[config.mk]
export PLATFORM = sky130hd
export DESIGN_NAME = multicycle_control_unit
export DESIGN_NICKNAME = d
export VERILOG_FILES = /design/src/rtl/ctrl_pkg.sv /design/src/rtl/ctrl_out_decode.sv /design/src/rtl/multicycle_control_unit.sv
export SDC_FILE = /design/constraint.sdc
export NUM_CORES = 1
export LEC_CHECK = 0
export CELL_PAD_IN_SITES_DETAIL_PLACEMENT = 1
export CELL_PAD_IN_SITES_GLOBAL_PLACEMENT = 2
export CORE_MARGIN = 1.5
export CORE_UTILIZATION = 28
export CTS_CLUSTER_SIZE = 12
export DETAILED_ROUTE_END_ITERATION = 12
export GPL_TIMING_DRIVEN = 0
export MAX_ROUTING_LAYER = met4
export PLACE_DENSITY = 0.87
export SLEW_MARGIN = 10
export SYNTH_ARGS = -nofsm -noshare
export SYNTH_HDL_FRONTEND = slang
export SYNTH_HIERARCHICAL = 1
export SYNTH_SLANG_ARGS = --single-unit
export TNS_END_PERCENT = 10
[constraint.sdc]
create_clock -name clk -period 4.1 [get_ports clk]
set_input_delay 0.41 -clock clk [delete_from_list [all_inputs] [get_ports clk]]
set_output_delay 0.41 -clock clk [all_outputs]
set_load 0.005 [all_outputs]
[src/rtl/ctrl_pkg.sv]
// Shared constants, state encoding and opcode predicates for the multi-cycle control FSM.
package ctrl_pkg;

  localparam int OP_W = 4;

  localparam logic [3:0] OP_LW       = 4'b0000;
  localparam logic [3:0] OP_SW       = 4'b0001;
  localparam logic [3:0] OP_RTYPE_LO = 4'b0010;
  localparam logic [3:0] OP_RTYPE_HI = 4'b1001;
  localparam logic [3:0] OP_BEQ      = 4'b1011;
  localparam logic [3:0] OP_BNE      = 4'b1100;
  localparam logic [3:0] OP_J        = 4'b1101;

  localparam logic [1:0] ALUOP_ADD  = 2'b10;
  localparam logic [1:0] ALUOP_SUB  = 2'b01;
  localparam logic [1:0] ALUOP_FUNC = 2'b00;

  localparam logic [1:0] PCSRC_SEQ    = 2'b00;
  localparam logic [1:0] PCSRC_BRANCH = 2'b01;
  localparam logic [1:0] PCSRC_JUMP   = 2'b10;

  typedef enum logic [3:0] {
    S_FETCH  = 4'd0,
    S_DECODE = 4'd1,
    S_ADDR   = 4'd2,
    S_MEM_RD = 4'd3,
    S_MEM_WR = 4'd4,
    S_WB_MEM = 4'd5,
    S_EXEC   = 4'd6,
    S_WB_ALU = 4'd7,
    S_BRANCH = 4'd8,
    S_JUMP   = 4'd9,
    S_TRAP   = 4'd10
  } state_t;

  function automatic logic is_rtype(input logic [OP_W-1:0] op);
    return (op >= OP_RTYPE_LO) && (op <= OP_RTYPE_HI);
  endfunction

  function automatic logic is_mem(input logic [OP_W-1:0] op);
    return (op == OP_LW) || (op == OP_SW);
  endfunction

  function automatic logic is_branch(input logic [OP_W-1:0] op);
    return (op == OP_BEQ) || (op == OP_BNE);
  endfunction

endpackage

[src/rtl/ctrl_out_decode.sv]
// Combinational datapath-enable decode from the current state; all enables are forced low during reset.
module ctrl_out_decode
  import ctrl_pkg::*;
(
  input  state_t          state,
  input  logic [OP_W-1:0] op_q,
  input  logic            zero,
  input  logic            mem_ready,
  input  logic            rst,
  output logic [1:0]      ALUOp,
  output logic            alu_src,
  output logic            mem_read,
  output logic            mem_write,
  output logic            i_or_d,
  output logic            ir_write,
  output logic            pc_write,
  output logic [1:0]      pc_src,
  output logic            reg_write,
  output logic            reg_dst,
  output logic            mem_to_reg,
  output logic            instr_done
);

  always_comb begin
    ALUOp      = ALUOP_FUNC;
    alu_src    = 1'b0;
    mem_read   = 1'b0;
    mem_write  = 1'b0;
    i_or_d     = 1'b0;
    ir_write   = 1'b0;
    pc_write   = 1'b0;
    pc_src     = PCSRC_SEQ;
    reg_write  = 1'b0;
    reg_dst    = 1'b0;
    mem_to_reg = 1'b0;
    instr_done = 1'b0;
    if (!rst) begin
      case (state)
        S_FETCH: begin
          ALUOp    = ALUOP_ADD;
          mem_read = 1'b1;
          ir_write = mem_ready;
          pc_write = mem_ready;
          pc_src   = PCSRC_SEQ;
        end
        S_ADDR: begin
          ALUOp   = ALUOP_ADD;
          alu_src = 1'b1;
        end
        S_MEM_RD: begin
          mem_read = 1'b1;
          i_or_d   = 1'b1;
        end
        S_MEM_WR: begin
          mem_write  = 1'b1;
          i_or_d     = 1'b1;
          instr_done = mem_ready;
        end
        S_WB_MEM: begin
          reg_write  = 1'b1;
          mem_to_reg = 1'b1;
          instr_done = 1'b1;
        end
        S_EXEC: begin
          ALUOp   = ALUOP_FUNC;
          alu_src = 1'b0;
        end
        S_WB_ALU: begin
          ALUOp      = ALUOP_FUNC;
          reg_write  = 1'b1;
          reg_dst    = 1'b1;
          instr_done = 1'b1;
        end
        // Taken decision uses the opcode latched in DECODE, never the live IR field.
        S_BRANCH: begin
          ALUOp      = ALUOP_SUB;
          alu_src    = 1'b0;
          pc_src     = PCSRC_BRANCH;
          pc_write   = ((op_q == OP_BEQ) && zero) || ((op_q == OP_BNE) && !zero);
          instr_done = 1'b1;
        end
        S_JUMP: begin
          pc_write   = 1'b1;
          pc_src     = PCSRC_JUMP;
          instr_done = 1'b1;
        end
        default: ;
      endcase
    end
  end

endmodule

[src/rtl/multicycle_control_unit.sv]
// Multi-cycle main control FSM: state register, latched opcode, sticky trap flag and next-state logic.
module multicycle_control_unit
  import ctrl_pkg::*;
#(
  parameter int IR_OP_W = 4
) (
  input  logic               clk,
  input  logic               rst,
  input  logic [IR_OP_W-1:0] Opcode,
  input  logic               zero,
  input  logic               mem_ready,
  output logic [1:0]         ALUOp,
  output logic               alu_src,
  output logic               mem_read,
  output logic               mem_write,
  output logic               i_or_d,
  output logic               ir_write,
  output logic               pc_write,
  output logic [1:0]         pc_src,
  output logic               reg_write,
  output logic               reg_dst,
  output logic               mem_to_reg,
  output logic               instr_done,
  output logic               illegal
);

  state_t             state;
  state_t             state_next;
  logic [IR_OP_W-1:0] op_q;
  logic               illegal_q;

  // DECODE dispatches on the live opcode because op_q is only loaded at the end of that cycle.
  always_comb begin
    state_next = state;
    case (state)
      S_FETCH:  if (mem_ready) state_next = S_DECODE;
      S_DECODE: begin
        if (is_mem(Opcode))         state_next = S_ADDR;
        else if (is_rtype(Opcode))  state_next = S_EXEC;
        else if (is_branch(Opcode)) state_next = S_BRANCH;
        else if (Opcode == OP_J)    state_next = S_JUMP;
        else                        state_next = S_TRAP;
      end
      S_ADDR:   state_next = (op_q == OP_SW) ? S_MEM_WR : S_MEM_RD;
      S_MEM_RD: if (mem_ready) state_next = S_WB_MEM;
      S_MEM_WR: if (mem_ready) state_next = S_FETCH;
      S_WB_MEM: state_next = S_FETCH;
      S_EXEC:   state_next = S_WB_ALU;
      S_WB_ALU: state_next = S_FETCH;
      S_BRANCH: state_next = S_FETCH;
      S_JUMP:   state_next = S_FETCH;
      S_TRAP:   state_next = S_TRAP;
      default:  state_next = S_FETCH;
    endcase
  end

  always_ff @(posedge clk) begin
    if (rst) begin
      state     <= S_FETCH;
      op_q      <= '0;
      illegal_q <= 1'b0;
    end else begin
      state <= state_next;
      if (state == S_DECODE) op_q <= Opcode;
      if (state_next == S_TRAP) illegal_q <= 1'b1;
    end
  end

  assign illegal = illegal_q & ~rst;

  ctrl_out_decode u_decode (
    .state      (state),
    .op_q       (op_q),
    .zero       (zero),
    .mem_ready  (mem_ready),
    .rst        (rst),
    .ALUOp      (ALUOp),
    .alu_src    (alu_src),
    .mem_read   (mem_read),
    .mem_write  (mem_write),
    .i_or_d     (i_or_d),
    .ir_write   (ir_write),
    .pc_write   (pc_write),
    .pc_src     (pc_src),
    .reg_write  (reg_write),
    .reg_dst    (reg_dst),
    .mem_to_reg (mem_to_reg),
    .instr_done (instr_done)
  );

endmodule

# After elaboration in Yosys (flattened, before gate mapping)
# Cells that the tools add are included.
dict set report word_totals {
  out_inout_bits 15
  register_bits 9
}
dict set report classes {
  bitwise 2
  n_eq_ne 18
  order_cmp 2
  n_mux 33
  n_reduce_logical 14
}
# operator n
set ops {}
lappend ops {{4-bit == test (second input constant)} 9}
lappend ops {{4-bit case mux with 7 select lines} 1}
lappend ops {{4-bit 2-to-1 mux} 5}
lappend ops {{1-bit 2-to-1 mux} 18}
lappend ops {{4-bit by 3-bit == test with 1-bit output (second input constant)} 4}
lappend ops {{4-bit by 1-bit == test with 1-bit output (second input constant)} 3}
lappend ops {{4-bit by 2-bit == test with 1-bit output (second input constant)} 2}
lappend ops {{4-bit zero test} 2}
lappend ops {{2-bit 2-to-1 mux} 4}
lappend ops {{2-bit case mux with 2 select lines} 2}
lappend ops {{2-bit OR reduction} 4}
lappend ops {{4-bit by 2-bit >= comparator with 1-bit output (second input constant)} 1}
lappend ops {{4-bit less-or-equal comparator (second input constant)} 1}
lappend ops {{4-bit OR reduction} 1}
lappend ops {{1-bit logical AND} 3}
lappend ops {{1-bit logical OR} 3}
lappend ops {{3-bit 2-to-1 mux} 1}
lappend ops {{1-bit case mux with 3 select lines} 1}
lappend ops {{1-bit case mux with 2 select lines} 1}
lappend ops {{1-bit AND} 1}
lappend ops {{1-bit zero test} 1}
lappend ops {{1-bit inverter} 1}

# Depth between registers and ports, before layout
dict set report logic_depth {
  word_depth 7
  mapped_depth 5
  mapped_depth_nobuf 4
}

# Hierarchy
# Netlist, hierarchy kept.
# module cells_each seq_area_each_um2 area_each_um2 n_inst
set modules_own_cells {}
lappend modules_own_cells {multicycle_control_unit 62 180.2 565.5 1}
lappend modules_own_cells {ctrl_out_decode 37 0.0 252.7 1}

# Least setup slack after synthesis
# No wires, ideal clock.
dict set report synth_path {
  path_kind {input to output}
  startpoint {in rst}
  endpoint {out pc_src[0]}
  t_required_ps 3690
  path_slack_ps 2412
  path_buffers 2
  t_arrival_ps 1278
  path_stages 4
  cell_sequence {buf_2 -> or3_4 -> nor3_1 -> buf_4}
}
dict set report synth_between {
  elab_chain_len 1
}
# item line_no
set synth_rtl {}
lappend synth_rtl {{start: declaration} multicycle_control_unit.sv:8} ;# input logic rst,
lappend synth_rtl {{2-bit 2-to-1 mux} ctrl_out_decode.sv:37} ;# if (!rst) begin
lappend synth_rtl {{end: declaration} multicycle_control_unit.sv:19} ;# output logic [1:0] pc_src,
# No other way between the ends.

# Worst setup path in the final report
dict set report layout_path {
  startpoint {reg state[0]}
  endpoint {out pc_src[0]}
}
dict set report layout_between {
  elab_chain_len 3
  elab_cells_between_ends 4
  classes_between {2 x eq/ne; 2 x mux}
}
# item line_no
set layout_rtl {}
lappend layout_rtl {{start: declaration} multicycle_control_unit.sv:27} ;# state_t state;
lappend layout_rtl {{start signal: assignment} multicycle_control_unit.sv:63} ;# state <= state_next;
lappend layout_rtl {{4-bit == test} ctrl_out_decode.sv:38} ;# case (state)
lappend layout_rtl {{2-bit case mux with 2 select lines (*)} ctrl_out_decode.sv:38}
lappend layout_rtl {{2-bit 2-to-1 mux (*)} ctrl_out_decode.sv:37}
# Every way passes the cells marked *; elsewhere a longest branch is shown, timed or not.

==> reports/metrics.csv <==
stage,metric,value,unit
outcome,status,completed,
hold_path,whs_endpoint,illegal_q$_SDFFE_PP0N_,
cts,cts-hold-fix-buffers,0,
cells_and_area,fin_area,0.00109,mm²
pwr,swShare,0.389,
cts,h-tree-depth,1,
die,die_w,57.1,µm
global_route,grt_start_max_net_pins,11,
setup_path,cp-start-kind,register,
synthesis,yosysWarnings,6,
timing,skew,0.00654,ns
timing,final.min_clock_period,2.49,ns
synthesis,ys_types,43,
synthesis,syn_area_per_cell,8.27,µm²
pwr,p_sw,0.184,mW
timing,finalHoldViolCount,0,
die,coreArea,0.00276,mm²
setup_path,r2r-end,illegal_q$_SDFFE_PP0N_,
hold_path,hp-class,register to register,
drt,wl_per_cell,13.2,µm
pwr,p_int,0.289,mW
drt,antenna_left,0,
synthesis,synth_top_flop_cell,dfxtp_1,
setup_path,critPathMaxFanout,10,
synthesis,yosys.area.top_type,dfxtp_1,
place,placed_area,0.00107,mm²
drt,routed_via_density,5.15,
cts,cts_buffers,3,
cts,cts_sinks,9,
cts,cts_tree,done,
pwr,seq_power_share,0.265,
timing,maxSlewHeadroom,0.655,
pwr,clockPowerShare,0.151,
drt,vias,799,
cells_and_area,drive_gt1_frac,0.177,
cells_and_area,antenna_cells,0,
die,rows,19,
cts,clk_pin_slew_worst_paths,0.07,ns
synthesis,ys_ff_latch,9,
synthesis,postSynth.asyncResetShare,0,
drt,drc_errors,0,
setup_path,r2r_start,state[0]$_SDFF_PP0_,
cells_and_area,fin_util,0.397,
timing,fin_crit_sh,0.608,
cts,clk_latency,0.26,ns
die,ios,23,
synthesis,synthTopCellsByArea,"dfxtp_1 (22%), nor2b_1 (5.4%), mux2i_1 (4.9%)",
timing,report.final.slew_viol_count,0,
die,die-area,0.00326,mm²
drt,drt_iter0_drc,8,
die,initial_core_util,0.297,
die,die_h,57.1,µm
global_route,grt_pass1_wl,3510,µm
hold_path,hold_start,illegal_q$_SDFFE_PP0N_,
cells_and_area,nNetsFinal,133,
timing,rsz0062_at_grt,no,
synthesis,synth_edf_count,0,
pwr,irDropWorstVdd,0.000191,V
global_route,globalRoute.totalOverflow,0,
drt,drt_first_pass_iters,4,
cts,post_cts_buffers,0,
cts,postCtsResizedCells,0,
synthesis,synth_nets,107,
setup_path,critPathKind,register to primary output,
global_route,grt_pass1_vias,763,
setup_path,reg2reg_depth,4,
timing,timing.fmax,401,MHz
global_route,grt_usage,0.139,
setup_path,r2r_slack,2.43,ns
pwr,combPwrFrac,0.584,
timing,setup_viol,0,
synthesis,synth_cells,99,
run,cap_violations,0,
place,dp_hpwl,1550,µm
place,io_buffer_count,21,
setup_path,cp-end-kind,primary output,
synthesis,synth_top_area_frac,0.220,
timing,hold_ws,0.469,ns
cells_and_area,areaGrowthSynthToFinish,33.6,%
pwr,p_per_area,433,mW/mm²
cts,cts_root_buffer,clkbuf_4,
drt,wirelength,2050,µm
setup_path,critical_path_required,3.69,ns
hold_path,hold_path_depth,2,
cts,cts.path.max_buffers,2,
setup_path,arrival,2.08,ns
global_route,antenna_found_initial,0,
synthesis,synth_common_cells,"dfxtp_1 (9), nor2_1 (9), nor2b_1 (7), a21oi_1 (5), nand2b_1 (5)",
pwr,cellLeakagePower,0.427,nW
synthesis,seq_area_frac_synth,0.220,
place,gp_congestion,0.808,
timing,tightest_slew,0.515,ns
synthesis,synthesis.area,818,µm²
timing,fin_setup_tns,0,ns
## routing by layer
| layer | routed length [µm] | part of all wire | track usage | vias up |
|---|---|---|---|---|
| met5 | 0 | 0 | - | - |
| met4 | 6 | 0.0029 | 0.0498 | 0 |
| met3 | 77 | 0.038 | 0.0136 | 2 |
| met2 | 977 | 0.48 | 0.230 | 21 |
| met1 | 988 | 0.48 | 0.175 | 371 |
| li1 | - | - | - | 405 |
## state kept, by name (all words and copies together), names as in the netlist
name and count:
illegal_q 1, op_q 4, state 4
## power groups by stage
stage | Clock (mW) | Sequential (mW) | Combinational (mW)
after floorplan | 0 | 0.122 | 0.197
after global placement | 0 | 0.126 | 0.272
after detailed placement | 0 | 0.127 | 0.276
after CTS | 0.0739 | 0.125 | 0.278
after global routing | 0.0781 | 0.128 | 0.303
final | 0.0717 | 0.125 | 0.276
## placed cells by master, fill, tap and decap left out, types with 5 or more instances in the layout
cell type / instances
nor2_1: 9
dfxtp_1: 9
a21oi_1: 5
nor2b_1: 7
clkdlybuf4s50_1: 21
nand2b_1: 5
## stage by stage
stage	worst slack, ns	instances	power (mW)
5_1_grt	1.46	155	0.510
3_5_place_dp	1.76	151	0.403
2_1_floorplan	2.41	99	0.319
4_1_cts	1.60	155	0.477
6_report	1.61	155	0.474
3_3_place_gp	1.72	151	0.399
## critical path: stages (launching register included)
cell             delay (ns)
dfxtp_1                0.40
buf_6                  0.18
or3_4                  0.37
nor3_1                 0.22
buf_4                  0.16
clkdlybuf4s50_1        0.48
## area by class of cell
cell class                 instances  area (µm²)
multi-input combinational         76         547
sequential                         9         180
inverter                           4        15.0
tap                               31        38.8
timing repair buffer              21         210
fill                             345        1660
buffer                            10        76.3
clock buffer                       4        26.3
## worst max path at each step
stage / start / end / slack (ns) / depth (start not counted)
after global routing: state[0]$_SDFF_PP0_ / pc_src[0] / 1.46 / 5
after CTS: state[0]$_SDFF_PP0_ / pc_src[0] / 1.60 / 5
after global placement: zero / pc_write / 1.72 / 5
after detailed placement: zero / pc_write / 1.76 / 5
after floorplan: rst / pc_src[0] / 2.41 / 4
final: state[0]$_SDFF_PP0_ / pc_src[0] / 1.61 / 5
## kinds of logic (layout without fill, tap and decap cells)
kind of cell              Yosys count  count (layout)  share of synthesized area
xor gates and xnor gates            1               1                     0.0107
muxes                               4               4                     0.0489
buffers and inverters              14              39                      0.112
DFF                                 9               9                      0.220
AOI/OAI and AO/OA                  20              20                      0.190
and+or+nand+nor                    51              51                      0.419
(Power assumes the default switching activity.)
